$ cat src/rtl/dht_multi_reader.sv
// ---------------------------------------------------------------------------
// dht_multi_reader
//
// Round-robin acquisition engine for N_CH single-wire DHT11/DHT22 sensors.
// For the current channel it drives the open-drain start pulse, follows the
// sensor's response preamble and decodes the 40-bit frame MSB first. It then
// checks the checksum and presents the result on a valid/ready port. After
// the result is accepted, a programmable wait passes before the next channel
// is started.
//
// Build option:
//   DHT22_MODE_EN  defined   : start pulse fixed at 1 ms (DHT22 timing);
//                              OUT_T bit15 is the sign, [14:0] magnitude x10.
//                  undefined : start pulse is START_US (DHT11 timing).
//   The byte placement and the checksum rule are identical in both modes.
//
// Ports:
//   CLK        in   1      system clock
//   RESET      in   1      asynchronous, active-high
//   ENABLE     in   1      run acquisitions while high (sampled in IDLE only)
//   DATA_IN    in   N_CH   raw pad levels (asynchronous, 2-FF synchronized)
//   DATA_OE    out  N_CH   1 = pull line low, 0 = release to pull-up
//   OUT_VALID  out  1      result available
//   OUT_READY  in   1      consumer accepts the result
//   OUT_CH     out  3      channel of the result
//   OUT_RH     out  16     {byte0,byte1}
//   OUT_T      out  16     {byte2,byte3}
//   OUT_ERR    out  2      00 ok, 01 checksum fail, 10 timeout
//   BUSY       out  1      FSM not in IDLE
// ---------------------------------------------------------------------------
module dht_multi_reader #(
  parameter int unsigned CLK_HZ     = 25000000,
  parameter int unsigned N_CH       = 2,
  parameter int unsigned PERIOD_MS  = 2000,
  parameter int unsigned START_US   = 18000,
  parameter int unsigned BIT_THR_US = 50,
  parameter int unsigned TIMEOUT_US = 200
) (
  input  logic            CLK,
  input  logic            RESET,
  input  logic            ENABLE,
  input  logic [N_CH-1:0] DATA_IN,
  output logic [N_CH-1:0] DATA_OE,
  output logic            OUT_VALID,
  input  logic            OUT_READY,
  output logic [2:0]      OUT_CH,
  output logic [15:0]     OUT_RH,
  output logic [15:0]     OUT_T,
  output logic [1:0]      OUT_ERR,
  output logic            BUSY
);

  localparam int unsigned CW = (N_CH > 1) ? $clog2(N_CH) : 1;

  // Cycle count for a duration, computed in 64 bits so large CLK_HZ values
  // do not overflow; never returns 0 so every "count-1" compare is valid.
  function automatic logic [31:0] cycles_of(input longint unsigned num,
                                            input longint unsigned den);
    longint unsigned v;
    v = num / den;
    if (v == 0) v = 1;
    return v[31:0];
  endfunction

`ifdef DHT22_MODE_EN
  localparam logic [31:0] START_CYC = cycles_of(64'(CLK_HZ), 64'd1000);
`else
  localparam logic [31:0] START_CYC = cycles_of(64'(CLK_HZ) * START_US, 64'd1000000);
`endif
  localparam logic [31:0] PERIOD_CYC  = cycles_of(64'(CLK_HZ) * PERIOD_MS,  64'd1000);
  localparam logic [31:0] BIT_THR_CYC = cycles_of(64'(CLK_HZ) * BIT_THR_US, 64'd1000000);
  localparam logic [31:0] TIMEOUT_CYC = cycles_of(64'(CLK_HZ) * TIMEOUT_US, 64'd1000000);

  typedef enum logic [3:0] {
    S_IDLE,
    S_START,
    S_REL,
    S_RSP_L,
    S_RSP_H,
    S_BIT_L,
    S_BIT_H,
    S_CHECK,
    S_HOLD,
    S_WAIT
  } state_t;

  // -------------------------------------------------------------------------
  // Input synchronizers. Lines idle high (pull-up), so the flops reset to 1
  // to avoid a spurious falling edge right after reset.
  // -------------------------------------------------------------------------
  logic [N_CH-1:0] meta_q;
  logic [N_CH-1:0] sync_q;
  logic [N_CH-1:0] prev_q;

  always_ff @(posedge CLK or posedge RESET) begin
    if (RESET) begin
      meta_q <= '1;
      sync_q <= '1;
      prev_q <= '1;
    end else begin
      meta_q <= DATA_IN;
      sync_q <= meta_q;
      prev_q <= sync_q;
    end
  end

  // -------------------------------------------------------------------------
  // State
  // -------------------------------------------------------------------------
  state_t          state_q, state_d;
  logic [31:0]     cnt_q, cnt_d;
  logic [CW-1:0]   ch_q, ch_d;
  logic [5:0]      bit_idx_q, bit_idx_d;
  logic [39:0]     shift_q, shift_d;
  logic            tmo_q, tmo_d;
  logic [N_CH-1:0] oe_q, oe_d;
  logic            valid_q, valid_d;
  logic [2:0]      out_ch_q, out_ch_d;
  logic [15:0]     out_rh_q, out_rh_d;
  logic [15:0]     out_t_q, out_t_d;
  logic [1:0]      out_err_q, out_err_d;

  // Edges of the selected channel, taken on the synchronized bit. Using
  // edges (not levels) matters in REL: the synchronizer still shows the
  // host-driven low for two cycles after the line is released.
  logic line_rise, line_fall;
  assign line_rise =  sync_q[ch_q] & ~prev_q[ch_q];
  assign line_fall = ~sync_q[ch_q] &  prev_q[ch_q];

  logic timed_out;
  assign timed_out = (cnt_q >= TIMEOUT_CYC - 32'd1);

  logic [7:0] sum8;
  assign sum8 = shift_q[39:32] + shift_q[31:24] + shift_q[23:16] + shift_q[15:8];

  always_comb begin
    state_d   = state_q;
    cnt_d     = cnt_q + 32'd1;
    ch_d      = ch_q;
    bit_idx_d = bit_idx_q;
    shift_d   = shift_q;
    tmo_d     = tmo_q;
    valid_d   = valid_q;
    out_ch_d  = out_ch_q;
    out_rh_d  = out_rh_q;
    out_t_d   = out_t_q;
    out_err_d = out_err_q;
    oe_d      = '0;

    case (state_q)
      S_IDLE: begin
        if (ENABLE && !valid_q) state_d = S_START;
      end

      S_START: begin
        if (cnt_q == START_CYC - 32'd1) state_d = S_REL;
      end

      S_REL: begin
        if (line_fall)      state_d = S_RSP_L;
        else if (timed_out) begin
          state_d = S_CHECK;
          tmo_d   = 1'b1;
        end
      end

      S_RSP_L: begin
        if (line_rise)      state_d = S_RSP_H;
        else if (timed_out) begin
          state_d = S_CHECK;
          tmo_d   = 1'b1;
        end
      end

      S_RSP_H: begin
        if (line_fall) begin
          state_d   = S_BIT_L;
          bit_idx_d = 6'd39;
        end else if (timed_out) begin
          state_d = S_CHECK;
          tmo_d   = 1'b1;
        end
      end

      S_BIT_L: begin
        if (line_rise)      state_d = S_BIT_H;
        else if (timed_out) begin
          state_d = S_CHECK;
          tmo_d   = 1'b1;
        end
      end

      S_BIT_H: begin
        // cnt_q holds the high cycles seen so far in this bit.
        if (line_fall) begin
          shift_d = {shift_q[38:0], (cnt_q >= BIT_THR_CYC)};
          if (bit_idx_q == 6'd0) begin
            state_d = S_CHECK;
          end else begin
            bit_idx_d = bit_idx_q - 6'd1;
            state_d   = S_BIT_L;
          end
        end else if (timed_out) begin
          state_d = S_CHECK;
          tmo_d   = 1'b1;
        end
      end

      S_CHECK: begin
        out_ch_d = 3'(ch_q);
        if (tmo_q) begin
          out_err_d = 2'b10;
          out_rh_d  = 16'h0000;
          out_t_d   = 16'h0000;
        end else begin
          out_err_d = (sum8 == shift_q[7:0]) ? 2'b00 : 2'b01;
          out_rh_d  = shift_q[39:24];
          out_t_d   = shift_q[23:8];
        end
        valid_d = 1'b1;
        tmo_d   = 1'b0;
        state_d = S_HOLD;
      end

      S_HOLD: begin
        if (valid_q && OUT_READY) begin
          valid_d = 1'b0;
          state_d = S_WAIT;
        end
      end

      S_WAIT: begin
        if (cnt_q == PERIOD_CYC - 32'd1) begin
          ch_d    = (ch_q == CW'(N_CH - 1)) ? '0 : ch_q + 1'b1;
          state_d = S_IDLE;
        end
      end

      default: state_d = S_IDLE;
    endcase

    if (state_d != state_q) cnt_d = 32'd0;

    // Registered drive: the pad is pulled low exactly for the cycles spent
    // in START, and only on the current channel.
    for (int i = 0; i < N_CH; i++) begin
      oe_d[i] = (state_d == S_START) && (ch_q == CW'(i));
    end
  end

  always_ff @(posedge CLK or posedge RESET) begin
    if (RESET) begin
      state_q   <= S_IDLE;
      cnt_q     <= 32'd0;
      ch_q      <= '0;
      bit_idx_q <= 6'd0;
      shift_q   <= 40'd0;
      tmo_q     <= 1'b0;
      oe_q      <= '0;
      valid_q   <= 1'b0;
      out_ch_q  <= 3'd0;
      out_rh_q  <= 16'd0;
      out_t_q   <= 16'd0;
      out_err_q <= 2'd0;
    end else begin
      state_q   <= state_d;
      cnt_q     <= cnt_d;
      ch_q      <= ch_d;
      bit_idx_q <= bit_idx_d;
      shift_q   <= shift_d;
      tmo_q     <= tmo_d;
      oe_q      <= oe_d;
      valid_q   <= valid_d;
      out_ch_q  <= out_ch_d;
      out_rh_q  <= out_rh_d;
      out_t_q   <= out_t_d;
      out_err_q <= out_err_d;
    end
  end

  assign DATA_OE   = oe_q;
  assign OUT_VALID = valid_q;
  assign OUT_CH    = out_ch_q;
  assign OUT_RH    = out_rh_q;
  assign OUT_T     = out_t_q;
  assign OUT_ERR   = out_err_q;
  assign BUSY      = (state_q != S_IDLE);

endmodule

$ cat config.mk
export PLATFORM = sky130hd
export DESIGN_NAME = dht_multi_reader
export DESIGN_NICKNAME = d
export VERILOG_FILES = /design/src/rtl/dht_multi_reader.sv
export SDC_FILE = /design/constraint.sdc
export NUM_CORES = 1
export LEC_CHECK = 0
export BUFFER_PORTS_ARGS = -buffer_cell sky130_fd_sc_hd__buf_2
export CAP_MARGIN = 25
export CORE_MARGIN = 5
export CORE_UTILIZATION = 65
export CTS_BUF_LIST = sky130_fd_sc_hd__clkbuf_4 sky130_fd_sc_hd__clkbuf_8
export DETAILED_ROUTE_END_ITERATION = 7
export PLACE_DENSITY_LB_ADDON = 0.08
export SLEW_MARGIN = 25
export SYNTH_ARGS = -nofsm -noshare
export SYNTH_HDL_FRONTEND = slang
export SYNTH_SLANG_ARGS = --single-unit
export TNS_END_PERCENT = 30
$ cat constraint.sdc
create_clock -name CLK -period 11.5 [get_ports CLK]
set_input_delay 1.15 -clock CLK [delete_from_list [all_inputs] [get_ports CLK]]
set_output_delay 1.15 -clock CLK [all_outputs]
set_load 0.03 [all_outputs]
# Word level (Yosys, flattened, before mapping)
# Cells that the tools add are included.
# totals
regBits	128
latchBits	0
ram_bits	0
romBits	0
out_inout_bits	41
word_cells	99
mem_count	0
# classes
addsub	6
multipliers	0
n_div	0
n_lt_le_gt_ge	3
n_eq_ne	20
shifts	0
mux	32
n_bitwise	5
n_reduce_logical	18
# op_table
op	n
4-bit 2-to-1 mux	10
4-bit one-hot mux with 10 select lines	1
32-bit by 1-bit adder with 32-bit output (second input constant)	1
32-bit by 19-bit equality test with 1-bit output (second input constant)	1
32-bit by 26-bit equality test with 1-bit output (second input constant)	1
32-bit by 11-bit >= comparator with 1-bit output (second input constant)	1
32-bit by 13-bit >= comparator with 1-bit output (second input constant)	1
16-bit 2-to-1 mux	2
32-bit 2-to-1 mux	1
8-bit adder	3
6-bit 2-to-1 mux	3
4-bit by 3-bit equality test with 1-bit output (second input constant)	4
2-bit inequality test (second input constant)	6
6-bit one-hot mux with 2 select lines	1
1-bit 2-to-1 mux	10
4-bit by 1-bit equality test with 1-bit output (second input constant)	2
4-bit by 2-bit equality test with 1-bit output (second input constant)	2
4-bit equality test (second input constant)	2
8-bit equality test	1
6-bit zero test	1
2-bit AND reduction	3
6-bit by 1-bit subtractor with 6-bit output (second input constant)	1
1-bit logical AND	4
4-bit zero test	1
16 further kinds	21

# Longest topological paths before layout
# logic_depth
depth_word	8
depth_mapped	11
mapped_depth_nobuf	11

# Worst setup path after synthesis
# No wires, ideal clock.
# synth_path
kind	reg-to-reg
from	reg shift_q[9]
to	reg out_err_q[0], in the netlist OUT_ERR[0]
setup_ns	0.131
arrival_ns	2.683
required_ns	11.369
path_slack_ns	8.686
path_stages_with_launch	10
path_buffers	0
period_less_slack_ns	2.814
cell_sequence	dfrtp_1 > fa_1 > fa_1 > ha_1 > inv_1 > fa_1 > xor2_1 > nand4_1 > nor4_1 > a31oi_1
# synth_via
elab_chain_len	4
# synth_rtl
item	line	text
start, declared	114	logic [39:0] shift_q, shift_d;
start signal, assigned	270	shift_q <= shift_d;
8-bit adder	134	assign sum8 = shift_q[39:32] + shift_q[31:24] + shift_q[23:16] + shift_q[15:8];
8-bit equality test	216	out_err_d = (sum8 == shift_q[7:0]) ? 2'b00 : 2'b01;
1-bit 2-to-1 mux	216	
2-bit 2-to-1 mux	211	if (tmo_q) begin
end signal, assigned	277	out_err_q <= out_err_d;
end, declared	121	logic [1:0] out_err_q, out_err_d;
# No other way between the ends.
# A chain may end at the register's enable or synchronous reset.

# Worst setup path in the final report
# layout_path
from	reg state_q[1]
to	out BUSY
# layout_via
elab_chain_len	1
# layout_rtl
item	line	text
start, declared	110	state_t state_q, state_d;
start signal, assigned	266	state_q <= state_d;
4-bit nonzero test	287	assign BUSY = (state_q != S_IDLE);
end, declared	50	output logic BUSY
# No other way between the ends.

==> results.ini <==
[timing]
rsz0062_at_grt = no
post-route-period-util_pct = 27.1
relSlewSlack_pct = 45.4
slew_viol_final = 0
hold_viol_final = 0
fin_skew_ns = 0.00802
fin_crit_ns = 3.12
setup_viol = 0
tns_ns = 0
fmax_mhz = 321
tightest_slew_ns = 0.819

[route]
via_count = 4665
drt-total-wl_mm = 13.7
ant_nets = 0
wl_per_cell_um = 17.0
vias_per_cell = 5.80
dr.pass1.iters = 5
drtIter0Drc = 369
drc = 0

[finish]
multi_input_area_um2 = 3540
final_common_cell = dfrtp_1
regArea_um2 = 3210
nets = 681
fin_area_um2 = 7770
syn2layout_area_growth_pct = 9.62
drive_above_1_share_pct = 25.9
antenna_cells = 0
mostFrequentLayoutCells = dfrtp_1 (122), nand2_1 (58), buf_2 (44)
nFillCells = 791

[flow_run]
maxCapViolations = 0

[power_and_ir_drop]
power_frac_clock_pct = 50.9
p_seq_share_pct = 47.7
p_sw_mw = 0.187
swShare_pct = 19.7
peakVddDrop_mv = 0.0811
power_leakage_nw = 3.61
powerDensity_nw_per_um2 = 122
p_int_mw = 0.762
combPwrFrac_pct = 1.4

[die]
die_w_um = 114
rows = 38
start_util_pct = 66.0
pin_count = 47
dieArea_um2 = 13100
die_h_um = 114
coreArea_um2 = 10700

[setup_path]
required_ns = 10.35
crit_path_start_kind = register
cp_slowest_cell = dfrtp_1
path_class = register to primary output
cp_data_arrival_time_ns = 1.97
max_stage_delay_ns = 0.62
crit_path_end_kind = primary output
cp_max_fo = 18
path_cells = or2_4 > or3_4 > buf_2

[clocking]
holdBufCountCts = 0
cts_tree = done
clock_latency_ns = 0.44
cts-root-buf = clkbuf_8
cts_made_buffers = 17
cts_repair_resize_count = 0
htree_num_levels = 4
path_clk_slew_ns = 0.07
post_cts_buffers = 0
cts_sinks = 128
clock_tree.buffer_depth = 2

[synth]
syn_avg_cell_area_um2 = 11.4
syn_area_um2 = 7090
ys_seq_elements = 128
ys.flop_type = dfrtp_1
ys_warn_count = 0
netlist_instances = 623
ys_seq_area_share_pct = 45.3
synth_edf_count = 0
yosysUniqueCellTypes = 72
async_flop_share_pct = 100

[hold_path]
min-delay-path-class = register to register

[placed_design]
dpl.hpwl_mm = 9.23
place_congestion = 0.912
port_buffers = 44
placed_cell_area_um2 = 7240

[global_routing]
grt_busiest_layer = met1
met3_usage_pct = 4.44
grtUsageMet1_pct = 34.8
antenna_found_initial = 0
grtUsageMet2_pct = 32.9
grt_usage_pct = 22.9
grt_overflow = 0
grt_pass1_wl_mm = 23.7
grt_max_degree = 76
grt_pass1_vias = 4663

[outcome]
status = completed

==> flip-flops by register name (all words and copies together) (netlist names), 4 cells and up <==
signal / count
OUT_T: 16
cnt_q: 32
state_q: 4
shift_q: 40
OUT_RH: 16
bit_idx_q: 6
==> cell usage after synthesis (3+ instances only) <==
| cell type | count | area [µm²] |
|---|---|---|
| a21o_1 | 3 | 22.5 |
| a21oi_1 | 9 | 45.0 |
| and3_1 | 7 | 43.8 |
| and4_1 | 3 | 26.3 |
| buf_12 | 3 | 60.1 |
| buf_2 | 7 | 35.0 |
| buf_4 | 7 | 52.6 |
| buf_6 | 8 | 90.1 |
| clkbuf_1 | 14 | 52.6 |
| dfrtp_1 | 122 | 3050 |
| dfstp_2 | 6 | 158 |
| fa_1 | 14 | 280 |
| ha_1 | 10 | 125 |
| inv_1 | 16 | 60.1 |
| mux2_1 | 9 | 101 |
| mux2_4 | 30 | 450 |
| nand2_1 | 58 | 218 |
| nand2b_1 | 34 | 213 |
| nand3_1 | 21 | 105 |
| nand4_1 | 10 | 62.6 |
| nor2_1 | 22 | 82.6 |
| nor3_1 | 8 | 40.0 |
| nor3_2 | 3 | 30.0 |
| nor3b_1 | 3 | 22.5 |
| nor4_1 | 9 | 56.3 |
| nor4_2 | 34 | 425 |
| o21ai_0 | 41 | 205 |
| o21ai_1 | 4 | 20.0 |
| or4_1 | 4 | 30.0 |
| xnor2_1 | 34 | 298 |
| xor2_1 | 16 | 140 |
==> power groups by stage <==
stage	registers (mW)	clock network, mW	logic (mW)
2_1_floorplan	0.461	0	0.00981
3_3_place_gp	0.461	0	0.0133
3_5_place_dp	0.461	0	0.0137
4_1_cts	0.453	0.491	0.0137
5_1_grt	0.452	0.514	0.0156
6_report	0.453	0.483	0.0130
==> kinds of logic (layout without fill, tap and decap cells) <==
kind of cell	after synthesis	after routing	share of synthesized area (%)
compound gates	85	85	7.96
xor+xnor	50	50	6.18
fa+ha+maj	24	24	5.72
buf+inv	56	96	5.05
flops	128	128	45.3
mux	41	41	8.06
other cells	1	2	0.0529
simple gates	238	238	21.7
==> critical path: cells and delay by family, from the launching register on <==
kind                   cells  cell delay, ns
AND/OR/NAND/NOR            2            0.71
flip-flops                 1            0.62
buffers and inverters      1            0.19
==> final cells by class <==
class / instances / share of cell area [%]
Multi-Input combinational cell: 440 / 45.5
Tap cell: 140 / 2.25
Timing Repair Buffer: 48 / 3.59
Sequential cell: 128 / 41.3
Inverter: 16 / 0.805
Clock buffer: 23 / 3.91
Clock inverter: 9 / 2.59
==> layer usage <==
layer,up-vias,wire length [µm]
met5,-,0
met4,0,231
met3,22,558
met2,104,6260
met1,2289,6610
li1,2250,-
==> metrics by stage <==
step	utilization, %	power, mW	cells	setup slack (ns)	hold slack, ns
2_1_floorplan	-	0.471	624	6.95	0.345
3_3_place_gp	67.2	0.474	770	8.56	0.345
3_5_place_dp	67.3	0.475	771	8.47	0.348
4_1_cts	72.0	0.957	803	8.36	0.364
5_1_grt	72.3	0.982	804	8.28	0.367
6_report	72.3	0.949	804	8.38	0.361
==> final timing paths <==
kind / from / end / slack, ns / cells past startpoint
worst max-delay path: state_q[1]$_DFF_PP0_ / BUSY / 8.38 / 3
worst min-delay path: meta_q[0]$_DFF_PP1_ / sync_q[0]$_DFF_PP1_ / 0.36 / 0
worst max register to register: shift_q[9]$_DFFE_PP0P_ / OUT_ERR[0]$_DFFE_PP0P_ / 8.46 / 9
worst min register to register: meta_q[0]$_DFF_PP1_ / sync_q[0]$_DFF_PP1_ / 0.36 / 0
max in group asynchronous: RESET / DATA_OE[0]$_DFF_PP0_ / 9.59 / 3
min in group asynchronous: RESET / OUT_RH[9]$_DFFE_PP0P_ / 0.82 / 2
No activity file was read; power rests on OpenSTA's default activity.
